[src/rtl/seq_shift_unit.sv]
// Multi-cycle shifter for the execute stage: SLL/SRL/SRA/ROTL by a variable amount,
// up to STEP bits per clock, behind a start/busy/done handshake with kill abort.
module seq_shift_unit #(
    parameter int WIDTH   = 32,
    parameter int SHAMT_W = $clog2(WIDTH),
    parameter int STEP    = 1
) (
    input  logic               clk,
    input  logic               rst,
    input  logic               start,
    input  logic               kill,
    input  logic [1:0]         mode,
    input  logic [SHAMT_W-1:0] shamt,
    input  logic [WIDTH-1:0]   din,
    output logic               busy,
    output logic               done,
    output logic [WIDTH-1:0]   dout
);

    typedef enum logic {
        IDLE,
        SHIFT
    } state_t;

    typedef enum logic [1:0] {
        M_SLL  = 2'b00,
        M_SRL  = 2'b01,
        M_SRA  = 2'b10,
        M_ROTL = 2'b11
    } mode_t;

    localparam logic [SHAMT_W-1:0] STEP_V = SHAMT_W'(STEP);

    state_t             state_q;
    mode_t              mode_q;
    logic [WIDTH-1:0]   acc_q, acc_d;
    logic [SHAMT_W-1:0] rem_q, rem_d;
    logic [WIDTH-1:0]   dout_q;
    logic               done_q;
    logic [SHAMT_W-1:0] step_amt;

    // One partial step; step_amt is never 0 when the result is consumed.
    always_comb begin
        step_amt = (rem_q < STEP_V) ? rem_q : STEP_V;
        acc_d    = acc_q;
        rem_d    = rem_q - step_amt;
        case (mode_q)
            M_SLL:  acc_d = acc_q << step_amt;
            M_SRL:  acc_d = acc_q >> step_amt;
            M_SRA:  acc_d = $signed(acc_q) >>> step_amt;
            M_ROTL: acc_d = (acc_q << step_amt) | (acc_q >> (WIDTH - int'(step_amt)));
        endcase
    end

    always_ff @(posedge clk or posedge rst) begin
        if (rst) begin
            state_q <= IDLE;
            mode_q  <= M_SLL;
            acc_q   <= '0;
            rem_q   <= '0;
            dout_q  <= '0;
            done_q  <= 1'b0;
        end else begin
            done_q <= 1'b0;
            case (state_q)
                IDLE: begin
                    if (start && !kill) begin
                        acc_q   <= din;
                        rem_q   <= shamt;
                        mode_q  <= mode_t'(mode);
                        state_q <= SHIFT;
                    end
                end
                SHIFT: begin
                    if (kill) begin
                        state_q <= IDLE;
                    end else if (rem_q == '0) begin
                        dout_q  <= acc_q;
                        done_q  <= 1'b1;
                        state_q <= IDLE;
                    end else begin
                        acc_q <= acc_d;
                        rem_q <= rem_d;
                    end
                end
            endcase
        end
    end

    assign busy = (state_q == SHIFT);
    assign done = done_q;
    assign dout = dout_q;

endmodule

[config.mk]
export PLATFORM = sky130hd
export DESIGN_NAME = seq_shift_unit
export DESIGN_NICKNAME = d
export VERILOG_FILES = /design/src/rtl/seq_shift_unit.sv
export SDC_FILE = /design/constraint.sdc
export NUM_CORES = 1
export LEC_CHECK = 0
export CAP_MARGIN = 20
export CORE_ASPECT_RATIO = 0.5
export CORE_MARGIN = 8
export CORE_UTILIZATION = 50
export DETAILED_ROUTE_END_ITERATION = 16
export GPL_ROUTABILITY_DRIVEN = 0
export GPL_TIMING_DRIVEN = 0
export PLACE_DENSITY_LB_ADDON = 0.08
export SYNTH_ARGS = -nofsm -noshare
export SYNTH_HDL_FRONTEND = slang
export SYNTH_SLANG_ARGS = --single-unit
[constraint.sdc]
create_clock -name clk -period 3.7 [get_ports clk]
set_input_delay 0.555 -clock clk [delete_from_list [all_inputs] [get_ports clk]]
set_output_delay 0.555 -clock clk [all_outputs]
set_load 0.05 [all_outputs]
### Word level (Yosys, flattened, before mapping)

Index checks and enable logic that the tools add are counted.
W data, S select, Z words.

| operators by class | value |
|---|---|
| add/sub/neg operators | 2 |
| order comparisons | 1 |
| equal/unequal tests | 6 |
| shift-type cells | 4 |
| multiplexer cells | 17 |
| bitwise gates (word level) | 3 |
| reduce and logical (&&, ||, !) cells | 7 |

Operators with widths:

| operator | number |
|---|---|
| $pmux W32 S4 | 1 |
| $mux W32 | 3 |
| $pmux W32 S2 | 1 |
| $or A32 B32 Y32 | 1 |
| $shl A32 B5 Y32 | 1 |
| $shr A32 B32 Y32 | 1 |
| $shr A32 B5 Y32 | 1 |
| $sshr A32 B5 Y32 | 1 |
| $mux W5 | 4 |
| $pmux W5 S2 | 1 |
| $sub A6 B5 Y7 const A | 1 |
| $mux W1 | 6 |
| $ne A2 B2 Y1 const B | 3 |
| $reduce_and A3 Y1 | 2 |
| $logic_not A5 Y1 | 1 |
| $lt A5 B1 Y1 const B | 1 |
| $sub A5 B5 Y5 | 1 |
| $eq A2 B2 Y1 const B | 2 |
| $eq A2 B1 Y1 const B | 1 |
| $logic_not A2 Y1 | 1 |
| $not A1 Y1 | 2 |
| $pmux W1 S2 | 1 |
| $reduce_and A2 Y1 | 1 |
| $logic_and A1 B1 Y1 | 1 |
| $logic_not A1 Y1 | 1 |

| word-level totals | value |
|---|---|
| register bits | 73 |
| output and inout port bits | 34 |
| logic and storage cells | 46 |

### Logic depth before layout (Yosys ltp)

| logic depth | value |
|---|---|
| depth after elaboration | 9 |
| gate-level depth with buffers | 11 |
| gate-level depth less buffers | 8 |

### Worst setup path after synthesis

No wires, ideal clock.

| timing path | value |
|---|---|
| path kind | register to register |
| start point | register rem_q[1] |
| end point | register acc_q[1] |
| library setup time | 129 ps |
| arrival | 2562 ps |
| data required time | 3571 ps |
| setup slack | 1009 ps |
| cell stages (with the launch flop) | 11 |
| path buffers | 4 |
| cell sequence | dfrtp_1 -> or3_4 -> buf_6 -> nor2_4 -> buf_4 -> ha_1 -> buf_2 -> buf_2 -> a2111oi_0 -> o221a_2 -> o21ai_0 |

| on the way | value |
|---|---|
| word-level cells in the longest chain between the ends | 9 |

RTL lines:

| item | line | source |
|---|---|---|
| start, declared | 37 | `logic [SHAMT_W-1:0] rem_q, rem_d;` |
| start signal, assigned | 69 | `rem_q <= shamt;` |
| start signal, assigned | 83 | `rem_q <= rem_d;` |
| $lt A5 B1 Y1 | 44 | `step_amt = (rem_q < STEP_V) ? rem_q : STEP_V;` |
| $mux W5 | 44 |  |
| $sub A6 B5 Y7 | 51 | `M_ROTL: acc_d = (acc_q << step_amt) \| (acc_q >> (WIDTH - int'(step_amt)));` |
| $shr A32 B32 Y32 | 51 |  |
| $or A32 B32 Y32 | 51 |  |
| $pmux W32 S4 | 47 | `case (mode_q)` |
| $mux W32 | 77 | `end else if (rem_q == '0) begin` |
| $mux W32 | 75 | `if (kill) begin` |
| $pmux W32 S2 | 65 | `case (state_q)` |
| end signal, assigned | 68 | `acc_q <= din;` |
| end, declared | 36 | `logic [WIDTH-1:0] acc_q, acc_d;` |

Parallel ways exist; a longest one is shown, timed or not. The select of a mux whose other input is x is not followed.
A chain may end at the register's enable or synchronous reset.

### Worst setup path after layout

| timing path | value |
|---|---|
| start point | register rem_q[3] |
| end point | register acc_q[12] |

The elaborated chain is that of the path after synthesis.

==> out/metrics.yaml <==
global_routing:
  first_global_vias: 3776
  groute.layer.met2.usage: 0.315
  grtUsageTotal: 0.221
  grt-ovfl-total: 0
  grt.met1_usage: 0.315
  gr-usage-met3: 0.0682
  global_route.peak_usage_layer: "met2"
  grt_first_pass_wirelength_um: 20600
  antenna_violations_before_repair: 0
  grt_start_max_net_pins: 45
synthesis:
  synth.cell_area_mm2: 0.00427
  synth_area_per_cell_um2: 10.5
  synth_seq_cells: 73
  synth_top_family_by_area: "compound AO/OA/AOI/OAI gates"
  muxShareOfSynthArea: 0.181
  compound_gate_portion_of_the_synthesized_area: 0.226
  seq_total_area_yosys: 0.428
  synthXorXnorAreaFrac: 0.00586
  netlist_instances: 407
  synth.distinct_cells: 60
  async_flop_share: 1.00
  synth_fp_nets: 452
  ys_warn_count: 0
  synth_edf_count: 0
  simple_gate_share_of_the_synthesized_area: 0.101
  synth-main-ff-cell: "dfrtp_1"
  post_synth_adder_cell_area: 0.00586
route:
  routedWlPerCell_um: 21.1
  antenna_violating_nets_post_route: 0
  detail_route.vias_per_cell: 6.26
  drt_iter0_drc: 360
  route.final.wire_length_um: 12800
  drtPass1Iterations: 6
  drc: 0
  vias: 3812
power_and_ir_drop:
  p_leak_uw: 0.00236
  share_seq_of_total_power: 0.365
  max-vdd-ir-drop_mv: 0.306
  combPwrFrac: 0.414
  sw_frac_of_total: 0.405
  power.share.clock: 0.221
  report.power.total_uw: 3470
  p_int_uw: 2060
  powerDensity_mw_per_mm2: 637
  switching_power_uw: 1410
cts:
  clk_pin_slew_ps: 50
  cts_hold_buffers: 0
  cts_inserted_buffers: 9
  clk-insertion-delay-late_ps: 340
  cts.path.max_buffers: 2
  post_cts_buffers: 0
  tritoncts: "done"
  htree_num_levels: 3
  ctsResizeCount: 0
  cts_sinks: 73
  cts.root.buffer_cell: "clkbuf_16"
placement:
  post-dp-hpwl_um: 9340
  port_buffers: 75
  numPlacedInstances: 595
floorplanning:
  core_area_mm2: 0.00814
  floorplan.die.height_um: 81.4
  io-pin-count: 77
  rows: 23
  floorplan.initialDensity: 0.525
  die_area_mm2: 0.0119
  width_of_the_chip_um: 147
final_layout:
  areaGrowthSynthToFinish_pct: 27.4
  filler_cell_count: 649
  antenna_cells_inserted: 0
  finalCoreUtilization: 0.668
  most-common-layout-cells: "75 x clkdlybuf4s50_1, 73 x dfrtp_1, 29 x mux2_4"
  final_layout_size_suffix_gt1_frac: 0.185
  final_cells: 609
  layout.cells.most_common: "clkdlybuf4s50_1"
  finalNetCount: 539
worst_hold_path:
  worstHoldStart: "dout[8]"
  timing.hold.worst.class: "flip-flop to flip-flop"
  worstHoldPathCells: 1
  worstHoldEndpoint: "dout[8]"
timing:
  skew_ps: 5.45
  unrepaired_setup_endpoints_after_global_routing: "false"
  fraction_of_the_cycle_the_final_worst_path_needs: 0.847
  timing.final.setup_violations: 0
  worst_slew_pin_slew_ps: 872
  finalWorstPathRequiredPeriod_ps: 3140
  maxClockFrequency_ghz: 0.319
  timing.max_slew.rel_slack: 0.416
  slew_viol_final: 0
  timing_hold_violations_final: 0
worst_setup_path:
  worst-endpoint-required_ps: 3900
  cp_max_fo: 10
  worstReg2RegEnd: "acc_q[12]"
  crit_path_class: "flip-flop to flip-flop"
  endpoint_kind: "flip-flop"
  worst-r2r-setup-slack_ps: 560
  critical_path_start_type: "flip-flop"
  worst-r2r-cell-count: 11
  reg2reg_from: "rem_q[3]"
  cp.arrival_ps: 3330
run_status:
  run_status: "finished clean"
flow_run:
  maxCapViolations: 0
-- cells by family (layout without fill, tap and decap cells) --
| group | Yosys count | after routing |
|---|---|---|
| other cells | 1 | 1 |
| mux | 61 | 61 |
| buf+inv | 46 | 136 |
| xor+xnor | 2 | 2 |
| fa+ha+maj | 2 | 2 |
| simple gates | 85 | 85 |
| flops | 73 | 73 |
| compound gates | 137 | 137 |
-- metrics by stage --
stage          hold WS (ps)  setup TNS [ps]  setup slack (ps)  instance area (µm²)
6_report                507               0               565                 5440
5_1_grt                 524               0               318                 5440
4_1_cts                 509               0               644                 5440
3_5_place_dp            492               0               667                 5190
3_3_place_gp            491           -1720             -31.1                 5160
2_1_floorplan           505               0              1010                 4270
-- power groups by stage --
stage | Combinational (µW) | Sequential (µW) | Clock [µW]
2_1_floorplan | 690 | 1510 | 0
3_3_place_gp | 1410 | 1260 | 0
3_5_place_dp | 1420 | 1270 | 0
4_1_cts | 1430 | 1260 | 775
5_1_grt | 1530 | 1290 | 817
6_report | 1440 | 1260 | 768
-- area by class of cell --
cell class                      count  area [µm²]  area share
Clock buffer                       10         229      0.0421
Sequential cell                    73        1830       0.336
Multi-Input combinational cell    288        2220       0.409
Inverter                           13        51.3     0.00942
Timing Repair Buffer               76         778       0.143
Tap cell                          112         140      0.0257
Buffer                             33         171      0.0315
Clock inverter                      4        22.5     0.00414
-- cell usage after synthesis, drive strengths merged (4+ instances only) --
cell type / number / share of area
buf: 20 / 0.029
mux2: 44 / 0.14
nor3: 5 / 0.0085
a221oi: 4 / 0.0082
a21oi: 21 / 0.025
nor2b: 4 / 0.0059
clkbuf: 13 / 0.011
dfrtp: 73 / 0.43
o21ai: 21 / 0.026
o22ai: 22 / 0.032
a211oi: 16 / 0.028
o221ai: 4 / 0.0082
nand2: 28 / 0.026
nand2b: 4 / 0.0059
inv: 13 / 0.011
nor2: 25 / 0.024
o2bb2ai: 8 / 0.016
mux2i: 17 / 0.040
o32ai: 4 / 0.0082
a22oi: 7 / 0.012
-- sequential cells by signal, indices dropped and copies added, names as in the netlist --
signal / cells
acc_q: 32
busy: 1
done: 1
dout: 32
mode_q: 2
rem_q: 5
-- routing by layer --
layer	vias up	part of all wire	routed length, µm
li1	1724	-	-
met3	15	0.11	1410
met4	0	0.0093	119
met2	215	0.42	5400
met5	-	0	0
met1	1858	0.46	5910
-- critical path, stage by stage, from the launching register on --
cell,delay (ps)
dfrtp_1,430
or2_2,140
clkbuf_1,420
nor2_4,80
buf_4,200
ha_1,280
buf_2,210
buf_1,500
mux2i_1,260
o2bb2ai_1,100
o32ai_1,300
a21oi_1,70
-- how the worst max path moves through the flow --
stage	from	end	slack, ps	cells after the start
5_1_grt	rem_q[3]	acc_q[12]	320	11
3_5_place_dp	rem_q[3]	acc_q[12]	670	11
4_1_cts	rem_q[3]	acc_q[12]	640	11
2_1_floorplan	rem_q[1]	acc_q[1]	1010	10
3_3_place_gp	rst	dout[25]	-30	2
6_report	rem_q[3]	acc_q[12]	560	11
No activity file was read; power rests on OpenSTA's default activity.
